`src/rtl/fetch_pkg.sv`:
```
// Shared types and constants for the instruction fetch front end.
package fetch_pkg;

  localparam logic [15:0] NOP_INSTR = 16'hFFFF;
  localparam logic [15:0] RESET_PC  = 16'h0000;

  typedef struct packed {
    logic [15:0] instr;
    logic [15:0] pcplus2;
  } fetch_entry_t;

  typedef enum logic {
    RESET_HOLD,
    RUN
  } fetch_state_t;

endpackage

```
`src/rtl/instr_fetch_unit_if.sv`:
```
// Instruction memory channel: in-order requests with a ready handshake, responses flagged by rvalid.
interface instr_fetch_unit_if;

  logic        imem_req;
  logic [15:0] imem_addr;
  logic        imem_ready;
  logic        imem_rvalid;
  logic [15:0] imem_rdata;

  modport master (
    output imem_req,
    output imem_addr,
    input  imem_ready,
    input  imem_rvalid,
    input  imem_rdata
  );

  modport slave (
    input  imem_req,
    input  imem_addr,
    output imem_ready,
    output imem_rvalid,
    output imem_rdata
  );

endinterface

```
`src/rtl/fetch_fifo.sv`:
```
// Small synchronous FIFO with a flush input; holds fetched instructions or in-flight fetch addresses.
module fetch_fifo #(
  parameter  int DEPTH = 2,
  parameter  int WIDTH = 16,
  localparam int CNT_W = $clog2(DEPTH + 1),
  localparam int PTR_W = (DEPTH > 1) ? $clog2(DEPTH) : 1
) (
  input  logic             clk,
  input  logic             reset_n,
  input  logic             push,
  input  logic [WIDTH-1:0] push_data,
  input  logic             pop,
  input  logic             clear,
  output logic [WIDTH-1:0] head,
  output logic [CNT_W-1:0] count,
  output logic             full,
  output logic             empty
);

  logic [WIDTH-1:0] mem_q [DEPTH];
  logic [WIDTH-1:0] mem_d [DEPTH];
  logic [PTR_W-1:0] rd_ptr_q, rd_ptr_d;
  logic [PTR_W-1:0] wr_ptr_q, wr_ptr_d;
  logic [CNT_W-1:0] count_q, count_d;
  logic             do_push;
  logic             do_pop;

  // Explicit wrap keeps non-power-of-two depths correct.
  function automatic logic [PTR_W-1:0] ptr_inc(input logic [PTR_W-1:0] p);
    return (p == PTR_W'(DEPTH - 1)) ? '0 : p + PTR_W'(1);
  endfunction

  assign empty   = (count_q == '0);
  assign full    = (count_q == CNT_W'(DEPTH));
  assign count   = count_q;
  assign head    = mem_q[rd_ptr_q];
  assign do_pop  = pop && !empty;
  assign do_push = push && (!full || do_pop);

  always_comb begin
    mem_d    = mem_q;
    rd_ptr_d = rd_ptr_q;
    wr_ptr_d = wr_ptr_q;
    count_d  = count_q;
    if (clear) begin
      rd_ptr_d = '0;
      wr_ptr_d = '0;
      count_d  = '0;
    end else begin
      if (do_push) begin
        mem_d[wr_ptr_q] = push_data;
        wr_ptr_d        = ptr_inc(wr_ptr_q);
      end
      if (do_pop) begin
        rd_ptr_d = ptr_inc(rd_ptr_q);
      end
      if (do_push && !do_pop) begin
        count_d = count_q + CNT_W'(1);
      end else if (do_pop && !do_push) begin
        count_d = count_q - CNT_W'(1);
      end
    end
  end

  always_ff @(posedge clk or negedge reset_n) begin
    if (!reset_n) begin
      for (int i = 0; i < DEPTH; i++) begin
        mem_q[i] <= '0;
      end
      rd_ptr_q <= '0;
      wr_ptr_q <= '0;
      count_q  <= '0;
    end else begin
      mem_q    <= mem_d;
      rd_ptr_q <= rd_ptr_d;
      wr_ptr_q <= wr_ptr_d;
      count_q  <= count_d;
    end
  end

endmodule

```
`src/rtl/instr_fetch_unit.sv`:
```
// Fetch front end: owns the PC, issues in-order word fetches and buffers returned instructions
// for the IF/ID register, flushing on branch redirects.
module instr_fetch_unit #(
  parameter int          DEPTH     = 2,
  parameter logic [15:0] RESET_PC  = fetch_pkg::RESET_PC,
  parameter logic [15:0] NOP_INSTR = fetch_pkg::NOP_INSTR
) (
  input  logic                      clk,
  input  logic                      reset_n,
  input  logic                      stall,
  input  logic                      redirect_valid,
  input  logic [15:0]               redirect_pc,
  instr_fetch_unit_if.master        imem,
  output logic [15:0]               instr_out,
  output logic [15:0]               pcplus2_out,
  output logic                      fetch_valid
);

  import fetch_pkg::*;

  localparam int CNT_W = $clog2(DEPTH + 1);

  fetch_state_t     state_q, state_d;
  logic [15:0]      fetch_pc_q, fetch_pc_d;
  logic [CNT_W-1:0] outstanding_q, outstanding_d;
  logic [CNT_W-1:0] discard_q, discard_d;

  logic             req_c;
  logic             accept;
  logic             resp_keep;
  logic             resp_drop;

  fetch_entry_t     buf_wdata;
  fetch_entry_t     buf_head;
  logic             buf_push, buf_pop;
  logic [CNT_W-1:0] buf_count;
  logic             buf_full, buf_empty;

  logic [15:0]      tag_head;
  logic             tag_push, tag_pop;
  logic [CNT_W-1:0] tag_count;
  logic             tag_full, tag_empty;

  fetch_fifo #(.DEPTH(DEPTH), .WIDTH($bits(fetch_entry_t))) u_instr_buf (
    .clk       (clk),
    .reset_n   (reset_n),
    .push      (buf_push),
    .push_data (buf_wdata),
    .pop       (buf_pop),
    .clear     (redirect_valid),
    .head      (buf_head),
    .count     (buf_count),
    .full      (buf_full),
    .empty     (buf_empty)
  );

  fetch_fifo #(.DEPTH(DEPTH), .WIDTH(16)) u_tag_fifo (
    .clk       (clk),
    .reset_n   (reset_n),
    .push      (tag_push),
    .push_data (fetch_pc_q),
    .pop       (tag_pop),
    .clear     (redirect_valid),
    .head      (tag_head),
    .count     (tag_count),
    .full      (tag_full),
    .empty     (tag_empty)
  );

  // Buffered plus in-flight entries never exceed DEPTH, so every response has a free slot.
  assign req_c = (state_q == RUN) && !redirect_valid &&
                 (({1'b0, buf_count} + {1'b0, outstanding_q}) < (CNT_W + 1)'(DEPTH));

  assign accept    = req_c && imem.imem_ready;
  assign resp_keep = imem.imem_rvalid && !redirect_valid && (discard_q == '0) && !tag_empty;
  assign resp_drop = imem.imem_rvalid && !redirect_valid && (discard_q != '0);

  assign imem.imem_req  = req_c;
  assign imem.imem_addr = fetch_pc_q;

  assign buf_wdata.instr   = imem.imem_rdata;
  assign buf_wdata.pcplus2 = tag_head + 16'd2;
  assign buf_push          = resp_keep;
  assign tag_push          = accept;
  assign tag_pop           = resp_keep;
  assign buf_pop           = fetch_valid && !stall && !redirect_valid;

  assign fetch_valid = !buf_empty;
  assign instr_out   = fetch_valid ? buf_head.instr   : NOP_INSTR;
  assign pcplus2_out = fetch_valid ? buf_head.pcplus2 : 16'h0000;

  always_comb begin
    state_d       = RUN;
    fetch_pc_d    = fetch_pc_q;
    outstanding_d = outstanding_q;
    discard_d     = discard_q;
    if (redirect_valid) begin
      // Everything still in flight belongs to the old path, including a response landing now.
      fetch_pc_d    = redirect_pc & 16'hFFFE;
      outstanding_d = outstanding_q - CNT_W'(imem.imem_rvalid);
      discard_d     = outstanding_d;
    end else begin
      if (accept) begin
        fetch_pc_d = fetch_pc_q + 16'd2;
      end
      outstanding_d = outstanding_q + CNT_W'(accept) - CNT_W'(imem.imem_rvalid);
      if (resp_drop) begin
        discard_d = discard_q - CNT_W'(1);
      end
    end
  end

  always_ff @(posedge clk or negedge reset_n) begin
    if (!reset_n) begin
      state_q       <= RESET_HOLD;
      fetch_pc_q    <= RESET_PC;
      outstanding_q <= '0;
      discard_q     <= '0;
    end else begin
      state_q       <= state_d;
      fetch_pc_q    <= fetch_pc_d;
      outstanding_q <= outstanding_d;
      discard_q     <= discard_d;
    end
  end

  a_no_buf_overflow: assert property (@(posedge clk) disable iff (!reset_n)
    buf_push |-> (!buf_full || buf_pop));

  a_no_tag_overflow: assert property (@(posedge clk) disable iff (!reset_n)
    tag_push |-> (!tag_full || tag_pop));

  a_tags_in_flight: assert property (@(posedge clk) disable iff (!reset_n)
    tag_count <= outstanding_q);

endmodule

```
`src/flat_wrapper.sv`:
```
// flat-port wrapper written by rule: the top's interface ports become plain ports
module instr_fetch_unit_flat import fetch_pkg::*;
#(
  parameter int          DEPTH     = 2,
  parameter logic [15:0] RESET_PC  = fetch_pkg::RESET_PC,
  parameter logic [15:0] NOP_INSTR = fetch_pkg::NOP_INSTR
)
  (clk, reset_n, stall, redirect_valid, redirect_pc, instr_out, pcplus2_out, fetch_valid, imem_imem_req, imem_imem_addr, imem_imem_ready, imem_imem_rvalid, imem_imem_rdata);
  instr_fetch_unit_if imem_i ();
  input  logic clk;
  input  logic reset_n;
  input  logic stall;
  input  logic redirect_valid;
  input  logic [15:0] redirect_pc;
  output logic [15:0] instr_out;
  output logic [15:0] pcplus2_out;
  output logic fetch_valid;
  output wire logic [$bits(imem_i.imem_req)-1:0] imem_imem_req;
  output wire logic [$bits(imem_i.imem_addr)-1:0] imem_imem_addr;
  input wire logic [$bits(imem_i.imem_ready)-1:0] imem_imem_ready;
  input wire logic [$bits(imem_i.imem_rvalid)-1:0] imem_imem_rvalid;
  input wire logic [$bits(imem_i.imem_rdata)-1:0] imem_imem_rdata;
  assign imem_imem_req = imem_i.imem_req;
  assign imem_imem_addr = imem_i.imem_addr;
  assign imem_i.imem_ready = imem_imem_ready;
  assign imem_i.imem_rvalid = imem_imem_rvalid;
  assign imem_i.imem_rdata = imem_imem_rdata;
  instr_fetch_unit #(.DEPTH(DEPTH), .RESET_PC(RESET_PC), .NOP_INSTR(NOP_INSTR)) u_core (.clk(clk), .reset_n(reset_n), .stall(stall), .redirect_valid(redirect_valid), .redirect_pc(redirect_pc), .imem(imem_i), .instr_out(instr_out), .pcplus2_out(pcplus2_out), .fetch_valid(fetch_valid));
endmodule
```
`config.mk`:
```
export PLATFORM = sky130hd
export DESIGN_NAME = instr_fetch_unit_flat
export DESIGN_NICKNAME = d
export VERILOG_FILES = /design/src/rtl/fetch_pkg.sv /design/src/rtl/instr_fetch_unit_if.sv /design/src/rtl/fetch_fifo.sv /design/src/rtl/instr_fetch_unit.sv /design/src/flat_wrapper.sv
export SDC_FILE = /design/constraint.sdc
export NUM_CORES = 1
export LEC_CHECK = 0
export BUFFER_PORTS_ARGS = -buffer_cell sky130_fd_sc_hd__buf_2
export CAP_MARGIN = 15
export CORE_UTILIZATION = 62
export DETAILED_ROUTE_END_ITERATION = 10
export PLACE_DENSITY = 0.86
export SETUP_SLACK_MARGIN = 0.3
export SYNTH_ARGS = -nofsm -noshare
export SYNTH_HDL_FRONTEND = slang
export SYNTH_SLANG_ARGS = --single-unit
export TNS_END_PERCENT = 5
```
`constraint.sdc`:
```
create_clock -name clk -period 4.4 [get_ports clk]
set_input_delay 1.32 -clock clk [delete_from_list [all_inputs] [get_ports clk]]
set_output_delay 1.32 -clock clk [all_outputs]
set_load 0.05 [all_outputs]
```
==> results of run 1 <==
registers in the layout, indices dropped and copies added, names as in the netlist:
| register | flops |
|---|---|
| u_core.outstanding_q | 2 |
| u_core.imem.imem_addr | 15 |
| u_core.u_tag_fifo.wr_ptr_q | 1 |
| u_core.u_instr_buf.rd_ptr_q | 1 |
| u_core.discard_q | 2 |
| u_core.u_tag_fifo.mem_q | 30 |
| u_core.u_instr_buf.count | 2 |
| u_core.u_tag_fifo.count | 2 |
| u_core.state_q | 1 |
| u_core.u_instr_buf.wr_ptr_q | 1 |
| u_core.u_instr_buf.mem_q | 62 |
| u_core.u_tag_fifo.rd_ptr_q | 1 |
worst max path at each step:
stage	to	slack, ns
after global routing	instr_out[14]	0.57
after CTS	imem_imem_req	0.66
final	imem_imem_req	0.68
after floorplan	imem_imem_req	0.90
after global placement	imem_imem_req	0.93
after detailed placement	imem_imem_req	0.93
worst reg2reg max path: stages (launching register included):
cell and delay (ns):
dfrtp_1 0.46, and2_1 0.22, fa_1 0.52, nor4b_4 0.35, nand2_4 0.21, clkinv_2 0.29, nand4b_4 0.37, mux2_4 0.42
cell families after synthesis:
kind of cell	Yosys count	synth area share (%)
other cells	2	0.123
buf+inv	43	3.70
flops	120	49.3
simple gates	144	12.1
xor+xnor	16	2.30
compound gates	62	7.04
mux	133	24.1
fa+ha+maj	6	1.36
placed cells by master (no fill, tap or decap), drive strengths merged, types with 6 or more instances in the layout:
cell type,instances
a21oi,13
buf,91
clkbuf,19
clkinv,6
dfrtp,120
inv,14
mux2,89
mux2i,44
nand2,50
nand3,15
nand4,8
nor2,31
nor2b,8
nor3,6
o21ai,20
xnor2,6
xor2,10
metal layers:
layer | global-route usage (%) | vias to the layer above | wire, µm
met2 | 48.2 | 181 | 7220
met1 | 39.3 | 2245 | 5990
li1 | - | 2045 | -
met3 | 4.99 | 24 | 675
met4 | 11.9 | 0 | 268
met5 | 0 | - | 0
power groups by stage:
stage                     registers [µW]  clock network, µW  logic (µW)
after floorplan                     1530                  0         553
after global placement              1510                  0         743
after detailed placement            1530                  0         787
after CTS                           1520               1490         814
after global routing                1550               1530         900
final                               1530               1480         821
layout make-up:
| class | count | area share [%] |
|---|---|---|
| clock buffer | 19 | 6.11 |
| clock inverter | 13 | 2.67 |
| sequential | 120 | 41.6 |
| multi-input combinational | 364 | 39.7 |
| tap | 129 | 2.23 |
| timing repair buffer | 91 | 7.03 |
| inverter | 13 | 0.693 |
through the flow:
stage	cell area (µm²)	setup WS (ns)	cells
finish	7230	0.682	749
global route	7230	0.571	749
global placement	6570	0.934	716
floorplan	6100	0.900	527
detailed placement	6570	0.934	716
CTS	7200	0.660	748
==> impl_results.md, run 1 <==
- Status: finished, final reports clean
- Via count: 4,495
- Startpoint types: register
- RR Startpoint: u_core.u_instr_buf.count[0]$_DFFE_PN0P_
- GR Util All Layers: 29.4%
- Vias per inst: ~6.0
- Drt drc: 0
- Yosys warnings: 0
- Ys flop type: dfrtp_1
- Number of stages on the worst setup path: 4
- Port bufs: between 80 and 90
- Multi-input gate area: 0.00287 mm²
- Post-cts repair resize count: 0
- Critical R2R Capture: u_core.u_tag_fifo.mem_q[14]$_DFFE_PN0P_
- Die X-Extent: 101 µm
- Clk sinks: 120
- Area grow syn2layout: 18.6%
- Final hold slack: slightly above 0.5 ns
- Area of the core: 0.00937 mm²
- Initial antenna violation count: 0
- Clk slew on worst S/H paths: 0.06 ns
- Slew Viols, Final: 0
- FF+latch count, synth: 120
- Gate power share: 21.5%
- Worst hold stages: 1
- Sw frac: between 30% and 40%
- Critical path arrival: 2.40 ns
- Maximum buffer depth of the clock tree: 2
- Net Switching: 1180 µW
- RSZ-0062 raised after global routing: false
- Largest stage delay on the critical path: between 0.5 and 0.6 ns
- Slowest cell on crit path: fa_1
- Detailed placement HPWL: 8620 µm
- WL final: 14,200 µm
- Final setup violation count: 0
- CP Max Fanout: 9
- Seq pwr share: about two fifths
- Yosys cell types: 56
- Number of synthesized flops with an enable pin: 0
- Power per cell area: 529 mW/mm²
- R2r setup slk: between 1 and 1.5 ns
- Total power: about 3800 µW
- WL per Instance: 18.9 µm
- # H-tree levels: 4
- Cell area after synthesis: 0.00609 mm²
- Die Ht: 101 µm
- Routability congestion estimate: 0.854
- Post-synth ARST share: 100%
- Fin Setup TNS: 0 ns
- Post-CTS Hold Buffers: 0
- Leak pwr: 0.00330 µW
- CTS tree: built
- Clock Power Share: 38.6%
- Clk_skew: 0.0114 ns
- CTS buffer count: 17
- Largest delay contributor family on the critical path: simple AND/OR/NAND/NOR gates
- Synth Area per Inst: 11.6 µm²
- CTS root buffer: clkbuf_8
- Antenna diode count: 0
- Hold path start: u_core.u_instr_buf.mem_q[16]$_DFFE_PN0P_
- Register area share after synthesis: 49.3%
- Hold Violations, Final: 0
- Fin crit share: 84.5%
- VDD IR max: 313 µV
- Area contributors post-synth: dfrtp_1 (49%), mux2_2 (14%), mux2i_1 (7.2%)
- Crit path required time: a little over 3 ns
- Slew headroom: 40.0%
- Largest area contributor in the netlist: dfrtp_1
- First-pass GRT wire length: about 23,000 µm
- Most common cell in the netlist: dfrtp_1
- GRT overflow: 0
- Critical path origin: u_core.u_instr_buf.count[0]$_DFFE_PN0P_
- Initial core utilization: 65.0%
- Synth cell count leaders: dfrtp_1 (120), mux2_2 (74), nand2_1 (49)
- Share of cells above drive strength 1: 34.4%
- Hold Path End: u_core.u_instr_buf.mem_q[16]$_DFFE_PN0P_
- Post-Syn Instances: 526
- Yosys top cell area share: 49.3%
- Fill cells: 599
- Final ANT Viol Nets: 0
- Final Util: 77.1%
- Cell Rows: 35
- I/O pins: 88
- Maximum clock rate: roughly 270 MHz
- Vias in the first global route: 4,502
- Nets: 651
- Critical path endpoint category: output pin
- Fin crit period: roughly 3.7 ns
- Full die area: ~0.010 mm²
- Kind of critical path: reg -> out
- Max_cap viols: 0
- CP Cell Sequence: and2_1 -> fa_1 -> nor4b_4 -> buf_2
- Post-CTS setup buffer count: 0
- Buf/Inv on CP: 1
- Clk_lat worst skew: 0.52 ns
- Largest net degree at the start of global routing: between 70 and 80
- Slew @ Worst Pin: 0.900 ns
- Reg2Reg Depth: 7
- Initial DRC Count: about 270
- Hold WC Path Type: reg -> reg
- Sequential Area: approximately 0.003 mm²
- First-pass iteration count of the detailed router: 5
- Cell Int Power: 2650 µW
Power figures use the tool's default switching activity.
==> run 2, diff against run 1 <==
--- a/config.mk
+++ b/config.mk
@@ -7,9 +7,9 @@
 export LEC_CHECK = 0
 export BUFFER_PORTS_ARGS = -buffer_cell sky130_fd_sc_hd__buf_2
 export CAP_MARGIN = 15
-export CORE_UTILIZATION = 62
+export CORE_UTILIZATION = 57
 export DETAILED_ROUTE_END_ITERATION = 10
-export PLACE_DENSITY = 0.86
+export PLACE_DENSITY = 0.8
 export SETUP_SLACK_MARGIN = 0.3
 export SYNTH_ARGS = -nofsm -noshare
 export SYNTH_HDL_FRONTEND = slang
==> constraint.sdc (replaced) <==
create_clock -name clk -period 3.55 [get_ports clk]
set_input_delay 1.065 -clock clk [delete_from_list [all_inputs] [get_ports clk]]
set_output_delay 1.065 -clock clk [all_outputs]
set_load 0.05 [all_outputs]
==> run 2 against run 1 <==
- global-route usage is 4.7 points lower
- worst hold slack lost 0.027 ns
- largest power group unchanged
- routed wire length down 10%
- non-clock buffer count up 3
- clock power increased by 18%
- utilization shrank 7.1 points
- flip-flop and latch count stayed put
- cell count up 1.3%
- count of clock-buffer cells in the layout rose by 5
- first-iteration DRC count is 42% lower
==> impl_results.md, run 2 (same netlist as run 1, synthesis figures left out) <==
- Clk slew on worst S/H paths: 0.06 ns (about the same)
- Die X-Extent: 105 µm (was 101 µm)
- Routability congestion estimate: 0.793 (was 0.854)
- Hold Path End: u_core.u_tag_fifo.mem_q[24]$_DFFE_PN0P_ (was u_core.u_instr_buf.mem_q[16]$_DFFE_PN0P_)
- Full die area: 0.0111 mm² (was 0.0102 mm²)
- Commonest non-fill, non-tap cell in the layout: dfrtp_1 (unchanged)
- Final ANT Viol Nets: 0 (unchanged)
- GRT overflow: 0 (unchanged)
- VDD IR max: 297 µV (was 313 µV)
- Critical R2R Capture: u_core.u_tag_fifo.mem_q[14]$_DFFE_PN0P_ (unchanged)
- Reg with most FFs: u_core.u_instr_buf.mem_q (unchanged)
- Critical path arrival: 2.22 ns (was 2.40 ns)
- Initial core utilization: 59.0% (was 65.0%)
- First-pass iteration count of the detailed router: 4 (was 5)
- Hold Violations, Final: 0 (unchanged)
- Power per cell area: 637 mW/mm² (was 529 mW/mm²)
- Antenna diode count: 0 (unchanged)
- Clk_skew: 0.0152 ns (was 0.0114 ns)
- Slowest cell on crit path: fa_1 (unchanged)
- CTS root buffer: clkbuf_8 (unchanged)
- Via count: 4,316 (was 4,495)
- WL per Instance: 16.7 µm (was 18.9 µm)
- Slew headroom: 50.3% (was 40.0%)
- Share of cells above drive strength 1: 34.3% (was 34.4%)
- Vias in the first global route: 4,379 (was 4,502)
- Crit path required time: 2.48 ns (was 3.08 ns)
- Maximum clock rate: 305 MHz
- CP Cell Sequence: and2_1 -> fa_1 -> nor4b_4 -> buf_6 (was and2_1 -> fa_1 -> nor4b_4 -> buf_2)
- Max_cap viols: 0 (unchanged)
- Leak pwr: 0.00330 µW (about the same)
- GR Util All Layers: 24.8% (was 29.4%)
- Slew Viols, Final: 0 (unchanged)
- RR Startpoint: u_core.u_instr_buf.count[0]$_DFFE_PN0P_ (unchanged)
- Reg2Reg Depth: 7 (unchanged)
- Final setup violation count: 0 (unchanged)
- Clk_lat worst skew: 0.53 ns (was 0.52 ns)
- Slew @ Worst Pin: 0.744 ns (was 0.900 ns)
- CTS tree: built (unchanged)
- Fin crit period: 3.28 ns
- Worst hold stages: 1 (unchanged)
- Port bufs: 84 (unchanged)
- Kind of critical path: reg -> out (unchanged)
- Critical path endpoint category: output pin (unchanged)
- Fin crit share: 92.4%
- Startpoint types: register (unchanged)
- Largest stage delay on the critical path: 0.52 ns (about the same)
- Largest register FFs: 62 (unchanged)
- Drt drc: 0 (unchanged)
- Clk sinks: 120 (unchanged)
- Area grow syn2layout: 18.7% (was 18.6%)
- Final hold slack: 0.478 ns (was 0.505 ns)
- Hold WC Path Type: reg -> reg (unchanged)
- Area of the core: 0.0103 mm² (was 0.00937 mm²)
- Hold path start: u_core.u_tag_fifo.mem_q[24]$_DFFE_PN0P_ (was u_core.u_instr_buf.mem_q[16]$_DFFE_PN0P_)
- Maximum buffer depth of the clock tree: 2 (unchanged)
- WL final: 12,700 µm (was 14,200 µm)
- CTS buffer count: 17 (unchanged)
- Status: finished, final reports clean (unchanged)
- Detailed placement HPWL: 8520 µm (was 8620 µm)
- R2r setup slk: 0.69 ns (was 1.44 ns)
- Die Ht: 105 µm (was 101 µm)
- First-pass GRT wire length: 21,300 µm (was 22,800 µm)
- Cell Rows: 37 (was 35)
- Vias per inst: 5.69 (was 6.00)
- I/O pins: 88 (unchanged)
- Largest net degree at the start of global routing: 53 (was 72)
- Nets: 654 (was 651)
- Fin Setup TNS: 0 ns (unchanged)
- Initial antenna violation count: 0 (unchanged)
- Initial DRC Count: 159 (was 274)
- Most frequent cells in the layout: dfrtp_1 (118), buf_2 (82), mux2_2 (74), nand2_1 (49), mux2i_1 (44) (was dfrtp_1 (120), buf_2 (83), mux2_2 (74), nand2_1 (49), mux2i_1 (44))
- CP Max Fanout: 7 (was 9)
- Post-CTS Hold Buffers: 0 (unchanged)
- RSZ-0062 raised after global routing: true (was false)
- # H-tree levels: 4 (unchanged)
## run 2: cell types whose count changed in the layout (fill, tap and decap cells not counted), moves of 2 or more
cell,previous run,this run
clkbuf_1,0,5
inv_6,3,0
clkinv_4,3,1
buf_4,6,9
clkinvlp_4,2,0
dfrtp_1,120,118
clkinv_2,2,5
## run 2: metrics by stage
stage	setup slack (ns)	power [µW]	util (%)	area, µm²	cells
after detailed placement	0.570	2860	64.0	6610	726
after global routing	0.189	4850	70.1	7230	759
after CTS	0.126	4640	69.9	7220	758
after global placement	0.563	2780	64.0	6610	726
after floorplan	0.477	2580	-	6100	527
final	0.269	4610	70.1	7230	759
## run 2: what timing repair did
action	in CTS	in global routing
buffers inserted	0	1
endpoints found under the hold margin	0	0
gates resized for setup	2	3
pin swaps	0	1
setup endpoints to repair	21	32
cloned	0	0
## run 2: critical path, delay by kind of cell (launching register included)
family        cells  cell delay (ns)
flops             1             0.45
buf+inv           1             0.21
fa+ha+maj         1             0.52
simple gates      2             0.52
## run 2: how the worst max path moves through the flow
stage	startpoint	to	slack (ns)	cells after the start
finish	u_core.u_instr_buf.count[0]$_DFFE_PN0P_	imem_imem_req	0.27	4
global route	u_core.u_instr_buf.count[0]$_DFFE_PN0P_	imem_imem_req	0.19	4
CTS	u_core.u_instr_buf.count[0]$_DFFE_PN0P_	imem_imem_req	0.13	4
detailed placement	redirect_valid	imem_imem_req	0.57	3
global placement	redirect_valid	imem_imem_req	0.56	3
floorplan	u_core.u_instr_buf.count[0]$_DFFE_PN0P_	instr_out[10]	0.48	5
## run 2: layout make-up
class / count / area, µm²
clock buffer: 24 / 460
fill: 748 / 3090
tap: 136 / 170
sequential: 120 / 3010
inverter: 13 / 51.3
multi-input combinational: 364 / 2870
clock inverter: 8 / 144
timing repair buffer: 94 / 529
## run 2: routing by layer
layer  track usage (%)  vias to the layer above  share of wire (%)
met5                 0                        -                  0
met4              8.85                        0               0.81
met3              6.06                        9                4.6
met2              40.7                      119                 50
met1              31.9                     2139                 44
li1                  -                     2049                  -
## run 2: report_power, final
group | total (µW) | internal, µW | switching [µW]
Combinational | 975 | 445 | 530
Clock | 1750 | 1170 | 575
Sequential | 1880 | 1650 | 230
Total | 4610 | 3270 | 1340
==> run 3, diff against run 2 <==
--- a/config.mk
+++ b/config.mk
@@ -7,10 +7,10 @@
 export LEC_CHECK = 0
 export BUFFER_PORTS_ARGS = -buffer_cell sky130_fd_sc_hd__buf_2
 export CAP_MARGIN = 15
+export CORE_MARGIN = 2
 export CORE_UTILIZATION = 57
 export DETAILED_ROUTE_END_ITERATION = 10
 export PLACE_DENSITY = 0.8
-export SETUP_SLACK_MARGIN = 0.3
 export SYNTH_ARGS = -nofsm -noshare
 export SYNTH_HDL_FRONTEND = slang
 export SYNTH_SLANG_ARGS = --single-unit
==> constraint.sdc (replaced) <==
create_clock -name clk -period 3.55 [get_ports clk]
set_input_delay 1.065 -clock clk [delete_from_list [all_inputs] [get_ports clk]]
set_output_delay 1.065 -clock clk [all_outputs]
set_load 0.01 [all_outputs]
==> run 3 against run 2 <==
- clock skew fell by 0.0067 ns
- first-iteration DRC count is 42% higher
- non-clock buffer count fell by 2
- utilization is 1.2 points lower
- sequential share of layout area increased by 0.47 points
- critical path type unchanged
==> impl_results.md, run 3 (same netlist as run 1, synthesis figures left out) <==
- Gate power share: 20.5% (was 21.2%)
- WL final: 12,900 µm (was 12,700 µm)
- Final ANT Viol Nets: 0 (unchanged)
- Fin Setup TNS: 0 ns (unchanged)
- Slew @ Worst Pin: 0.971 ns (was 0.744 ns)
- Antenna diode count: 0 (unchanged)
- Largest delay contributor family on the critical path: simple AND/OR/NAND/NOR gates (unchanged)
- Post-cts repair resize count: 0 (was 2)
- Sw frac: 30.2% (was 29.0%)
- Kind of critical path: reg -> out (unchanged)
- Area grow syn2layout: 17.3% (was 18.7%)
- Fin crit share: 94.4% (was 92.4%)
- WL per Instance: 17.0 µm (was 16.7 µm)
- Reg with most FFs: u_core.u_instr_buf.mem_q (unchanged)
- Drt drc: 0 (unchanged)
- Worst setup margin: 0.198 ns (was 0.269 ns)
- Critical path endpoint category: output pin (unchanged)
- Clk slew on worst S/H paths: 0.06 ns (about the same)
- Fill cells: 717 (was 748)
- CTS buffer count: 17 (unchanged)
- Hold Violations, Final: 0 (unchanged)
- Most frequent cells in the layout: dfrtp_1 (119), buf_2 (83), mux2_2 (74), nand2_1 (49), mux2i_1 (44) (was dfrtp_1 (118), buf_2 (82), mux2_2 (74), nand2_1 (49), mux2i_1 (44))
- Buf/Inv on CP: 1 (unchanged)
- Slew Viols, Final: 0 (unchanged)
- Vias in the first global route: 4,466 (was 4,379)
- Maximum buffer depth of the clock tree: 2 (unchanged)
- RSZ-0062 raised after global routing: false (was true)
- Leak pwr: 0.00326 µW (was 0.00330 µW)
- Critical path arrival: 2.29 ns (was 2.22 ns)
- Routability congestion estimate: 0.809 (was 0.793)
- Commonest non-fill, non-tap cell in the layout: dfrtp_1 (unchanged)
- First-pass iteration count of the detailed router: 4 (unchanged)
- Detailed placement HPWL: 8460 µm (was 8520 µm)
- Final setup violation count: 0 (unchanged)
- CP Cell Sequence: and2_1 -> fa_1 -> nor4b_4 -> buf_2 (was and2_1 -> fa_1 -> nor4b_4 -> buf_6)
- Crit path required time: 2.48 ns (about the same)
- Net Switching: 1320 µW (was 1340 µW)
- VDD IR max: 424 µV (was 297 µV)
- # H-tree levels: 4 (unchanged)
- Post-CTS setup buffer count: 0 (unchanged)
- Die Ht: 107 µm (was 105 µm)
- Port bufs: 84 (unchanged)
- Hold WC Path Type: reg -> reg (unchanged)
- Cell Int Power: 3040 µW (was 3270 µW)
- CTS tree: built (unchanged)
- Sequential Area: 0.00300 mm² (was 0.00301 mm²)
- Initial antenna violation count: 0 (unchanged)
- Cell Rows: 37 (unchanged)
- Multi-input gate area: 0.00287 mm² (unchanged)
- Clk sinks: 120 (unchanged)
- Vias per inst: 5.72 (was 5.69)
- Largest register FFs: 62 (unchanged)
- Slowest cell on crit path: fa_1 (unchanged)
- Post-place setup slack: 0.515 ns (was 0.570 ns)
- Status: finished, final reports clean (unchanged)
- Initial DRC Count: 225 (was 159)
- Clk_skew: 0.00851 ns (was 0.0152 ns)
- Full die area: 0.0115 mm² (was 0.0111 mm²)
- Maximum clock rate: 298 MHz (was 305 MHz)
- Via count: 4,327 (was 4,316)
- Post-CTS Hold Buffers: 0 (unchanged)
- Nets: 652 (was 654)
- First-pass GRT wire length: 21,600 µm (was 21,300 µm)
- Max_cap viols: 0 (unchanged)
- Initial core utilization: 58.7% (was 59.0%)
- Largest stage delay on the critical path: 0.51 ns (was 0.52 ns)
- GR Util All Layers: 23.7% (was 24.8%)
- I/O pins: 88 (unchanged)
- Seq pwr share: 43.3% (was 40.9%)
- Clk_lat worst skew: 0.51 ns (was 0.53 ns)
- CTS root buffer: clkbuf_8 (unchanged)
- Fin crit period: 3.35 ns (was 3.28 ns)
- Area of the core: 0.0104 mm² (was 0.0103 mm²)
- Share of cells above drive strength 1: 34.5% (was 34.3%)
- CP Max Fanout: 9 (was 7)
- Clock Power Share: 36.2% (was 38.0%)
- Power per cell area: 611 mW/mm² (was 637 mW/mm²)
- GRT overflow: 0 (unchanged)
- Slew headroom: 35.2% (was 50.3%)
- Startpoint types: register (unchanged)
- Die X-Extent: 107 µm (was 105 µm)
- Largest net degree at the start of global routing: 54 (was 53)
==> run 3: changes by cell type in the layout (fill, tap and decap cells not counted), sizes merged <==
cell and delta:
bufinv -3, inv +3, clkbuf -5, buf -2, clkinv +3, clkinvlp +2
==> run 3: per-stage QoR <==
step	instance area, µm²	hold WS [ns]	std cells	power, µW	utilization (%)
CTS	7140	0.507	757	4380	68.9
global route	7140	0.520	757	4590	68.9
finish	7140	0.505	757	4360	68.9
detailed placement	6590	0.493	725	2780	63.5
floorplan	6100	0.456	527	2500	-
global placement	6590	0.477	725	2700	63.5
==> run 3: path summary, 6_finish.rpt <==
path                                                           from                                        to  slack (ns)  depth (start not counted)
setup / recovery            u_core.u_instr_buf.count[0]$_DFFE_PN0P_                             imem_imem_req        0.20                          4
hold / removal             u_core.u_instr_buf.mem_q[15]$_DFFE_PN0P_  u_core.u_instr_buf.mem_q[15]$_DFFE_PN0P_        0.50                          1
setup reg to reg            u_core.u_instr_buf.count[0]$_DFFE_PN0P_   u_core.u_tag_fifo.mem_q[14]$_DFFE_PN0P_        0.59                          7
hold reg to reg            u_core.u_instr_buf.mem_q[15]$_DFFE_PN0P_  u_core.u_instr_buf.mem_q[15]$_DFFE_PN0P_        0.50                          1
max in group asynchronous                                   reset_n   u_core.u_instr_buf.rd_ptr_q$_DFFE_PN0P_        2.22                          2
min in group asynchronous                                   reset_n     u_core.imem.imem_addr[13]$_DFFE_PN0P_        0.52                          1
==> run 3: layout make-up <==
cell class / count / share of cell area [%]
Sequential cell: 120 / 42.1
Clock inverter: 13 / 1.70
Inverter: 13 / 0.701
Tap cell: 136 / 2.38
Multi-Input combinational cell: 364 / 40.2
Timing Repair Buffer: 92 / 6.94
Clock buffer: 19 / 6.04
==> run 3: per-layer routing <==
layer  vias up  GRT usage, %  wire, µm
li1       2039             -         -
met1      2154          31.5      5720
met2       125          38.9      6550
met3         9          5.21       524
met4         0          7.78       107
met5         -             0         0
==> run 3: worst register-to-register path, delay by kind of cell, from the launching register on <==
family        cells  cell delay, ns
simple gates      4            1.17
fa+ha+maj         1            0.51
flops             1            0.47
mux               1            0.42
buf+inv           1            0.28
==> run 3: power by group through the flow <==
stage / clock [µW] / combinational, µW / sequential, µW
CTS: 1600 / 906 / 1880
global placement: 0 / 832 / 1870
finish: 1580 / 896 / 1890
floorplan: 0 / 668 / 1830
global route: 1660 / 1000 / 1920
detailed placement: 0 / 886 / 1900
